**src/rtl/ex_mem_pkg.sv**
```systemverilog
// Shared types and widths for the EX/MEM pipeline register and its skid buffer.
package ex_mem_pkg;

  localparam int unsigned XLEN       = 32;
  localparam int unsigned REG_ADDR_W = 6;

  typedef struct packed {
    logic [REG_ADDR_W-1:0] rd_addr;
    logic [XLEN-1:0]       alu_result;
    logic [XLEN-1:0]       store_data;
    logic                  reg_write;
    logic                  mem_read;
    logic                  mem_write;
    logic                  mem_to_reg;
  } ex_mem_payload_t;

  localparam int unsigned PAYLOAD_W = $bits(ex_mem_payload_t);

  typedef enum logic [1:0] {
    EMPTY = 2'd0,
    ONE   = 2'd1,
    FULL  = 2'd2
  } occ_state_t;

endpackage

```
**src/rtl/pipe_skid_buf.sv**
```systemverilog
// Generic 2-entry valid/ready skid buffer with flush; ready_o and valid_o are
// registered so no combinational ready_i->ready_o path exists.
module pipe_skid_buf
  import ex_mem_pkg::*;
#(
  parameter int unsigned W = 8
) (
  input  logic         clk_i,
  input  logic         rst_i,
  input  logic         flush_i,
  input  logic         valid_i,
  output logic         ready_o,
  input  logic [W-1:0] data_i,
  output logic         valid_o,
  input  logic         ready_i,
  output logic [W-1:0] data_o
);

  occ_state_t   r_state;
  occ_state_t   w_state_nxt;
  logic [W-1:0] r_main;
  logic [W-1:0] r_skid;
  logic         r_valid;
  logic         r_ready;
  logic         w_in;
  logic         w_out;
  logic         w_load_main;
  logic         w_load_skid;
  logic         w_skid_to_main;

  assign w_in  = valid_i & r_ready;
  assign w_out = r_valid & ready_i;

  // Next occupancy and which register captures what this cycle.
  always_comb begin
    w_state_nxt    = r_state;
    w_load_main    = 1'b0;
    w_load_skid    = 1'b0;
    w_skid_to_main = 1'b0;
    unique case (r_state)
      EMPTY: begin
        if (w_in) begin
          w_state_nxt = ONE;
          w_load_main = 1'b1;
        end
      end
      ONE: begin
        if (w_in && w_out) begin
          w_load_main = 1'b1;
        end else if (w_in) begin
          w_state_nxt = FULL;
          w_load_skid = 1'b1;
        end else if (w_out) begin
          w_state_nxt = EMPTY;
        end
      end
      FULL: begin
        if (w_out) begin
          w_state_nxt    = ONE;
          w_skid_to_main = 1'b1;
        end
      end
      default: w_state_nxt = EMPTY;
    endcase
    if (flush_i) begin
      w_state_nxt    = EMPTY;
      w_load_main    = 1'b0;
      w_load_skid    = 1'b0;
      w_skid_to_main = 1'b0;
    end
  end

  always_ff @(posedge clk_i) begin
    if (rst_i) begin
      r_state <= EMPTY;
      r_valid <= 1'b0;
      r_ready <= 1'b1;
      r_main  <= '0;
      r_skid  <= '0;
    end else begin
      r_state <= w_state_nxt;
      r_valid <= (w_state_nxt != EMPTY);
      r_ready <= (w_state_nxt != FULL);
      if (w_load_main) begin
        r_main <= data_i;
      end else if (w_skid_to_main) begin
        r_main <= r_skid;
      end
      if (w_load_skid) begin
        r_skid <= data_i;
      end
    end
  end

  assign ready_o = r_ready;
  assign valid_o = r_valid;
  assign data_o  = r_main;

endmodule

```
**src/rtl/ex_mem_skid_reg.sv**
```systemverilog
// EX/MEM pipeline register: packs the EX bundle, kills writes to register 0,
// drives the forwarding tap. Define EX_MEM_PERF_EN to add stall_cnt_o.
module ex_mem_skid_reg
  import ex_mem_pkg::*;
(
  input  logic                  clk_i,
  input  logic                  rst_i,
  input  logic                  flush_i,
  input  logic                  valid_i,
  output logic                  ready_o,
  input  logic [REG_ADDR_W-1:0] rd_addr_i,
  input  logic [XLEN-1:0]       alu_result_i,
  input  logic [XLEN-1:0]       store_data_i,
  input  logic                  reg_write_i,
  input  logic                  mem_read_i,
  input  logic                  mem_write_i,
  input  logic                  mem_to_reg_i,
  output logic                  valid_o,
  input  logic                  ready_i,
  output logic [REG_ADDR_W-1:0] rd_addr_o,
  output logic [XLEN-1:0]       alu_result_o,
  output logic [XLEN-1:0]       store_data_o,
  output logic                  reg_write_o,
  output logic                  mem_read_o,
  output logic                  mem_write_o,
  output logic                  mem_to_reg_o,
  output logic                  fwd_valid_o,
  output logic [REG_ADDR_W-1:0] fwd_addr_o,
  output logic [XLEN-1:0]       fwd_data_o
`ifdef EX_MEM_PERF_EN
  ,
  output logic [31:0]           stall_cnt_o
`endif
);

  ex_mem_payload_t w_in_pl;
  ex_mem_payload_t w_out_pl;
  logic [PAYLOAD_W-1:0] w_out_bits;

  // Register 0 is hardwired; never let a write to it reach forwarding or WB.
  always_comb begin
    w_in_pl            = '0;
    w_in_pl.rd_addr    = rd_addr_i;
    w_in_pl.alu_result = alu_result_i;
    w_in_pl.store_data = store_data_i;
    w_in_pl.reg_write  = reg_write_i & (rd_addr_i != '0);
    w_in_pl.mem_read   = mem_read_i;
    w_in_pl.mem_write  = mem_write_i;
    w_in_pl.mem_to_reg = mem_to_reg_i;
  end

  pipe_skid_buf #(
    .W (PAYLOAD_W)
  ) u_skid (
    .clk_i   (clk_i),
    .rst_i   (rst_i),
    .flush_i (flush_i),
    .valid_i (valid_i),
    .ready_o (ready_o),
    .data_i  (w_in_pl),
    .valid_o (valid_o),
    .ready_i (ready_i),
    .data_o  (w_out_bits)
  );

  assign w_out_pl     = ex_mem_payload_t'(w_out_bits);
  assign rd_addr_o    = w_out_pl.rd_addr;
  assign alu_result_o = w_out_pl.alu_result;
  assign store_data_o = w_out_pl.store_data;
  assign reg_write_o  = w_out_pl.reg_write;
  assign mem_read_o   = w_out_pl.mem_read;
  assign mem_write_o  = w_out_pl.mem_write;
  assign mem_to_reg_o = w_out_pl.mem_to_reg;

  assign fwd_valid_o  = valid_o & w_out_pl.reg_write;
  assign fwd_addr_o   = w_out_pl.rd_addr;
  assign fwd_data_o   = w_out_pl.alu_result;

`ifdef EX_MEM_PERF_EN
  logic [31:0] r_stall_cnt;

  // Saturating count of cycles MEM holds off a valid head entry.
  always_ff @(posedge clk_i) begin
    if (rst_i) begin
      r_stall_cnt <= '0;
    end else if (valid_o && !ready_i && (r_stall_cnt != 32'hFFFF_FFFF)) begin
      r_stall_cnt <= r_stall_cnt + 32'd1;
    end
  end

  assign stall_cnt_o = r_stall_cnt;
`endif

endmodule

```
**config.mk**
```make
export PLATFORM = sky130hd
export DESIGN_NAME = ex_mem_skid_reg
export DESIGN_NICKNAME = d
export VERILOG_FILES = /design/src/rtl/ex_mem_pkg.sv /design/src/rtl/pipe_skid_buf.sv /design/src/rtl/ex_mem_skid_reg.sv
export SDC_FILE = /design/constraint.sdc
export NUM_CORES = 1
export LEC_CHECK = 0
export BUFFER_PORTS_ARGS = -buffer_cell sky130_fd_sc_hd__buf_2
export CORE_UTILIZATION = 56
export DETAILED_ROUTE_END_ITERATION = 6
export PLACE_DENSITY_LB_ADDON = 0.3
export SYNTH_ARGS = -nofsm -noshare
export SYNTH_HDL_FRONTEND = slang
export SYNTH_SLANG_ARGS = --single-unit
```
**constraint.sdc**
```tcl
create_clock -name clk_i -period 2.5 [get_ports clk_i]
set_clock_uncertainty 0.05 [all_clocks]
set_input_delay 0.25 -clock clk_i [delete_from_list [all_inputs] [get_ports clk_i]]
set_output_delay 0.25 -clock clk_i [all_outputs]
set_load 0.02 [all_outputs]
```
==> results of run 1 <==
[kinds of logic after synthesis]
family / after synthesis / share of synthesized area, %
compound gates: 153 / 22.5
mux: 2 / 0.317
buf+inv: 106 / 9.51
simple gates: 386 / 22.2
flops: 152 / 45.4
[path summary, 6_finish.rpt]
check	endpoint	cells after the start	start
setup reg to reg	u_skid.data_o[59]	5	u_skid.valid_o
hold / removal	u_skid.r_skid[63]	3	alu_result_i[27]
setup / recovery	u_skid.data_o[59]	5	u_skid.valid_o
hold reg to reg	u_skid.r_skid[64]	2	u_skid.r_skid[64]
[cell usage in the layout, fill, tap and decap left out, types with 2 or more instances in the layout]
cell type and instances:
buf_2 192, clkbuf_1 6, clkinv_2 2, a311oi_1 4, dfxtp_1 152, nor2_1 75, buf_12 4, clkbuf_8 6
and2_1 2, or4_1 2, clkbuf_16 17, nand2_1 298, a21oi_1 74, buf_4 7, a311oi_2 70
[cell type report]
| cell class | count | area (um2) | area share, % |
|---|---|---|---|
| sequential | 152 | 3040 | 38.5 |
| clock inverter | 2 | 10.0 | 0.127 |
| multi-input combinational | 541 | 3040 | 38.4 |
| tap | 143 | 179 | 2.26 |
| timing repair buffer | 204 | 1100 | 14.0 |
| clock buffer | 29 | 531 | 6.71 |
[sequential cells by signal, indices dropped and copies added (netlist names)]
name            flops
u_skid.ready_o      1
u_skid.valid_o      1
u_skid.r_skid      74
u_skid.data_o      74
u_skid.r_state      2
[power groups by stage]
| stage | registers, mW | logic [mW] | clock network [mW] |
|---|---|---|---|
| 6_report | 2.59 | 0.721 | 2.33 |
| 5_1_grt | 2.60 | 0.773 | 2.48 |
| 4_1_cts | 2.59 | 0.723 | 2.38 |
| 3_5_place_dp | 2.64 | 0.722 | 0 |
| 3_3_place_gp | 2.64 | 0.713 | 0 |
| 2_1_floorplan | 2.74 | 0.432 | 0 |
[metal layers]
metal  wire [um]  vias to the layer above  share of wire [%]  track usage, %
li1            -                     2874                  -               -
met1        6930                     2632                 47            32.5
met2        6840                      181                 46            38.0
met3         915                       18                6.1            5.93
met4         205                        2                1.4            9.73
met5          13                        -              0.087               0
[worst reg2reg max path, stage by stage, from the launching register on]
cell      delay, ns
dfxtp_1        0.43
a21boi_4       0.10
or4_4          0.72
buf_12         0.31
nor2_1         0.21
a311oi_2       0.07
==> key figures, run 1 <==
Run status
  – Status: finished, violations left
  – Failing checks: DRC

Synthesis
  – Cell Area, Synth: 6700 um2
  – Synth Instances: 799
  – Post-synth top cells: 298 x nand2_1, 152 x dfxtp_1, 75 x nor2_1, 74 x a21oi_1, 70 x a311oi_2
  – Most frequent cell after synthesis: nand2_1
  – EDFF count, synth: 0
  – Dominant cell type by area after synthesis: dfxtp_1
  – Async S/R FF share, synth: 0%
  – Post-Syn Area per Cell: 8.39 um2
  – Top cells by area, synth: dfxtp_1 45%, nand2_1 17%, a311oi_2 16%
  – Synth top area share: 45.4%
  – Synth Flop Type: dfxtp_1
  – Synth Net Count: 878
  – Post-synthesis sequential area ratio: 45.4%
  – Synth Register Bits: 152
  – Distinct cells, synth: 27
  – Yosys warns: 0

STA
  – Post-route setup slack: 0.475 ns
  – Count of final setup violators: 0
  – RSZ-0062 raised after global routing: no
  – Relative slew margins: 44.2%
  – Final min period: 2.02 ns
  – Setup TNS: 0 ns
  – Final Max Slew Viols: 0
  – Worst-margin pin slew: 0.837 ns
  – Fmax: 0.494 GHz
  – Final worst path period share: 81.0%
  – Hold slack: 0.0359 ns
  – Endpoints failing hold: 0

Routing
  – Post-route DRC: 28
  – Routed WL: 14.9 mm
  – Initial DRC Count: 440
  – Via/cell ratio: 5.33
  – TritonRoute pass-1 iters: 7
  – Vias: 5707
  – Final ANT Viol Nets: 0
  – Per-cell routed wire length: 13.9 um

Power
  – Clock share of power: 41.3%
  – Logic pwr share: 12.8%
  – Sequential Power Share: 46.0%
  – Switch share: 25.3%
  – P_leak: 3.12 nW
  – Worst-case vdd ir drop: 0.443 mV
  – Pwr Density: 714 nW/um2
  – Internal Pwr Total: 4.22 mW
  – Net switching power: 1.43 mW
  – Final Total Pwr: 5.64 mW

Cells and area
  – Area delta synth->final: 18.0%
  – Nets: 995
  – Core Util, Final: 68.7%
  – Final instance area: 7910 um2
  – Layout cell share with drive strength beyond 1: 33.0%
  – Ant diodes: 0
  – Fillers: 954
  – Final cell count without fillers: 1071

Placement
  – RD Place Congestion: 0.787
  – Placed Area: 7370 um2
  – Port bufs: 193
  – Final HPWL DP: 9.27 mm
  – Placed Cells: 1040
  – Setup WS pre-CTS: 0.483 ns

Critical path
  – Worst setup SP type: flop
  – Crit path buffers/inverters: 1
  – Setup crit end kind: flop
  – CP Data Required Time: 2.72 ns
  – Worst EP arrival: 2.24 ns
  – CP peak stage delay: 0.72 ns
  – Top delay family on crit path: simple AND/OR/NAND/NOR gates
  – Kind of critical path: reg2reg
  – Crit path max fanout: 68
  – CP Cell Sequence: a21boi_4, or4_4, buf_12, nor2_1, a311oi_2
  – R2R setup slack: 0.48 ns
  – Slowest cell on the critical path: or4_4

Clock network
  – CTS clock-pin slew for the worst setup and hold paths: 0.06 ns
  – Post-CTS setup buffer count: 0
  – Maximum buffer depth of the clock tree: 2
  – Clk_lat worst skew: 0.41 ns
  – TritonCTS clock tree: yes
  – CTS sink count: 152
  – TritonCTS buffer count: 17
  – Clock Tree Root: clkbuf_16
  – CTS H-tree lvls: 4
  – Hold-fix buffers, CTS: 0
  – Post-CTS Resized: 0

Global route
  – Grt total ovfl: 0
  – Largest net degree at the start of global routing: 81
  – First-pass GRT wire length: 24.3 mm
  – Number of global-route vias before repair: 5044
  – Initial antenna violation count: 1
  – All-Layer GR Usage: 24.3%

Floorplan
  – Die area: 12400 um2
  – Core area: 11500 um2
  – Die W: 111 um
  – Starting density of the core: 58.2%
  – I/O pins: 194
  – Die Y-Extent: 111 um
  – Row count: 39

Run
  – Max Cap Viol: 0

Hold path
  – Hold Path Class: in2reg
Power figures use the tool's default switching activity.
==> inputs of run 2 (changes only) <==
--- a/config.mk
+++ b/config.mk
@@ -6,7 +6,7 @@
 export NUM_CORES = 1
 export LEC_CHECK = 0
 export BUFFER_PORTS_ARGS = -buffer_cell sky130_fd_sc_hd__buf_2
-export CORE_UTILIZATION = 56
+export CORE_UTILIZATION = 47
 export DETAILED_ROUTE_END_ITERATION = 6
 export PLACE_DENSITY_LB_ADDON = 0.3
 export SYNTH_ARGS = -nofsm -noshare
==> constraint.sdc (replaced) <==
create_clock -name clk_i -period 1.8 [get_ports clk_i]
set_clock_uncertainty 0.05 [all_clocks]
set_input_delay 0.18 -clock clk_i [delete_from_list [all_inputs] [get_ports clk_i]]
set_output_delay 0.18 -clock clk_i [all_outputs]
set_load 0.02 [all_outputs]
==> run 2 against run 1 <==
Net effect:
- the run now ends clean
- first-iteration DRC count decreased by 3.9%
- power increased by 51%
- routed wire length increased by 12%
- critical path type is now in2reg
- critical endpoint is now u_skid.data_o[8]
- largest cell class unchanged
- largest power group is now clock
- highest routed layer is now met4
==> key figures, run 2 (synthesized netlist as in run 1, its figures left out) <==
STA
  – Worst-margin pin slew: 0.645 ns
  – Relative slew margins: 57.0%
  – Post-route setup slack: 0.0468 ns
  – Hold slack: 0.0627 ns
  – Fmax: 0.570 GHz
  – Final Max Slew Viols: 0
  – Setup TNS: 0 ns
  – Final min period: 1.75 ns
  – Endpoints failing hold: 0
  – Final worst path period share: 97.4%
  – Count of final setup violators: 0
  – RSZ-0062 raised after global routing: yes

Clock network
  – Clk_lat worst skew: 0.42 ns
  – CTS H-tree lvls: 4
  – TritonCTS clock tree: yes
  – CTS sink count: 152
  – CTS clock-pin slew for the worst setup and hold paths: 0.06 ns
  – TritonCTS buffer count: 17
  – Maximum buffer depth of the clock tree: 2
  – Clock Tree Root: clkbuf_16

Critical path
  – Reg2Reg Launch Point: u_skid.r_state[0]
  – R2R setup slack: 0.09 ns
  – CP Data Required Time: 2.04 ns
  – Kind of critical path: in2reg
  – Worst EP arrival: 1.99 ns
  – Worst setup SP type: input port
  – Setup crit end kind: flop
  – Reg2Reg Capture Point: u_skid.data_o[8]
  – FF-to-FF path depth: 5
  – Crit path max fanout: 58

Floorplan
  – Row count: 43
  – Core area: 13900 um2
  – Die W: 121 um
  – Die Y-Extent: 121 um
  – I/O pins: 194
  – Die area: 14700 um2
  – Starting density of the core: 48.3%

Cells and area
  – Area delta synth->final: 34.5%
  – Layout cell share with drive strength beyond 1: 32.2%
  – Ant diodes: 0
  – Commonest non-fill, non-tap cell in the layout: nand2_1
  – Commonest cells after routing, fill and taps aside: 298 x nand2_1, 192 x buf_2, 150 x dfxtp_1
  – Nets: 1083
  – Final instance area: 9010 um2
  – Final cell count without fillers: 1197

Global route
  – Initial antenna violation count: 0
  – All-Layer GR Usage: 23.4%
  – First-pass GRT wire length: 27.3 mm
  – Grt total ovfl: 0
  – Number of global-route vias before repair: 5671
  – Largest net degree at the start of global routing: 75

Routing
  – Per-cell routed wire length: 14.0 um
  – Via/cell ratio: 5.10
  – Initial DRC Count: 423
  – Post-route DRC: 0
  – TritonRoute pass-1 iters: 4
  – Vias: 6100
  – Final ANT Viol Nets: 0
  – Routed WL: 16.7 mm

Power
  – Net switching power: 2.08 mW
  – Logic pwr share: 13.6%
  – Internal Pwr Total: 6.43 mW
  – Switch share: 24.5%
  – Pwr Density: 944 nW/um2
  – Clock share of power: 44.1%
  – Worst-case vdd ir drop: 0.684 mV
  – Sequential Power Share: 42.3%
  – P_leak: 3.60 nW

Placement
  – Placed Area: 7610 um2
  – Placed Cells: 1090
  – Setup WS pre-CTS: 0.0611 ns
  – Port bufs: 193
  – Final HPWL DP: 9.83 mm
  – RD Place Congestion: 0.738

Hold path
  – Hold depth: 4
  – Hold Path Class: in2reg
  – Hold path startpoint: reg_write_i
  – Worst Hold Path EP: u_skid.r_skid[3]

Run status
  – Status: complete, no violations

Run
  – Max Cap Viol: 0
-- run 2: changes by cell type in the layout (fill, tap and decap cells not counted), sizes merged --
| cell | change |
|---|---|
| clkinv | +3 |
| buf | +13 |
| dlygate4sd3 | +74 |
| clkbuf | -5 |
| bufinv | +4 |
-- run 2: critical path: stages --
cell and delay, ns:
dlygate4sd3_1 0.55, buf_2 0.18, or4_4 0.59, buf_12 0.22, nor2_1 0.17, a311oi_2 0.06
-- run 2: per-layer routing --
metal / vias to the layer above / GRT usage [%] / wire length (um) / part of all wire, %
met4: 0 / 8.95 / 245 / 1.5
li1: 3056 / - / - / -
met3: 20 / 5.22 / 858 / 5.1
met2: 190 / 38.8 / 8090 / 48
met1: 2834 / 29.3 / 7540 / 45
met5: - / 0 / 0 / 0
-- run 2: power by group through the flow --
stage	clock network, mW	registers (mW)	logic, mW
after floorplan	0	3.81	0.599
after global placement	0	3.67	1.02
after detailed placement	0	3.67	1.02
after CTS	3.82	3.60	1.15
after global routing	3.99	3.62	1.25
final	3.75	3.60	1.16
-- run 2: stage by stage --
step / power (mW) / utilization, %
CTS: 8.58 / 64.7
finish: 8.51 / 64.9
floorplan: 4.41 / -
global placement: 4.69 / 54.8
global route: 8.86 / 64.9
detailed placement: 4.69 / 54.8
-- run 2: layout make-up --
type / count / area [um2]
Tap cell: 180 / 225
Multi-Input combinational cell: 541 / 3040
Timing Repair Buffer: 292 / 2080
Clock buffer: 23 / 478
Sequential cell: 152 / 3050
Clock inverter: 9 / 145
Fill cell: 1122 / 4870
-- run 2: repair_timing --
item / CTS / global route
setup buffers: 0 / 0
hold endpoints to repair: 78 / 0
endpoints found under the setup margin: 0 / 58
hold buffers: 74 / 0
resized for setup: 0 / 3
-- run 2: how the worst max path moves through the flow --
stage                       from                end  depth (start not counted)
2_1_floorplan     u_skid.ready_o  u_skid.data_o[17]                          7
3_3_place_gp   u_skid.r_state[0]  u_skid.r_skid[63]                          5
3_5_place_dp   u_skid.r_state[0]   u_skid.r_skid[1]                          5
4_1_cts        u_skid.r_state[0]   u_skid.r_skid[1]                          5
5_1_grt                  flush_i  u_skid.data_o[27]                          6
6_report                 flush_i   u_skid.data_o[8]                          6
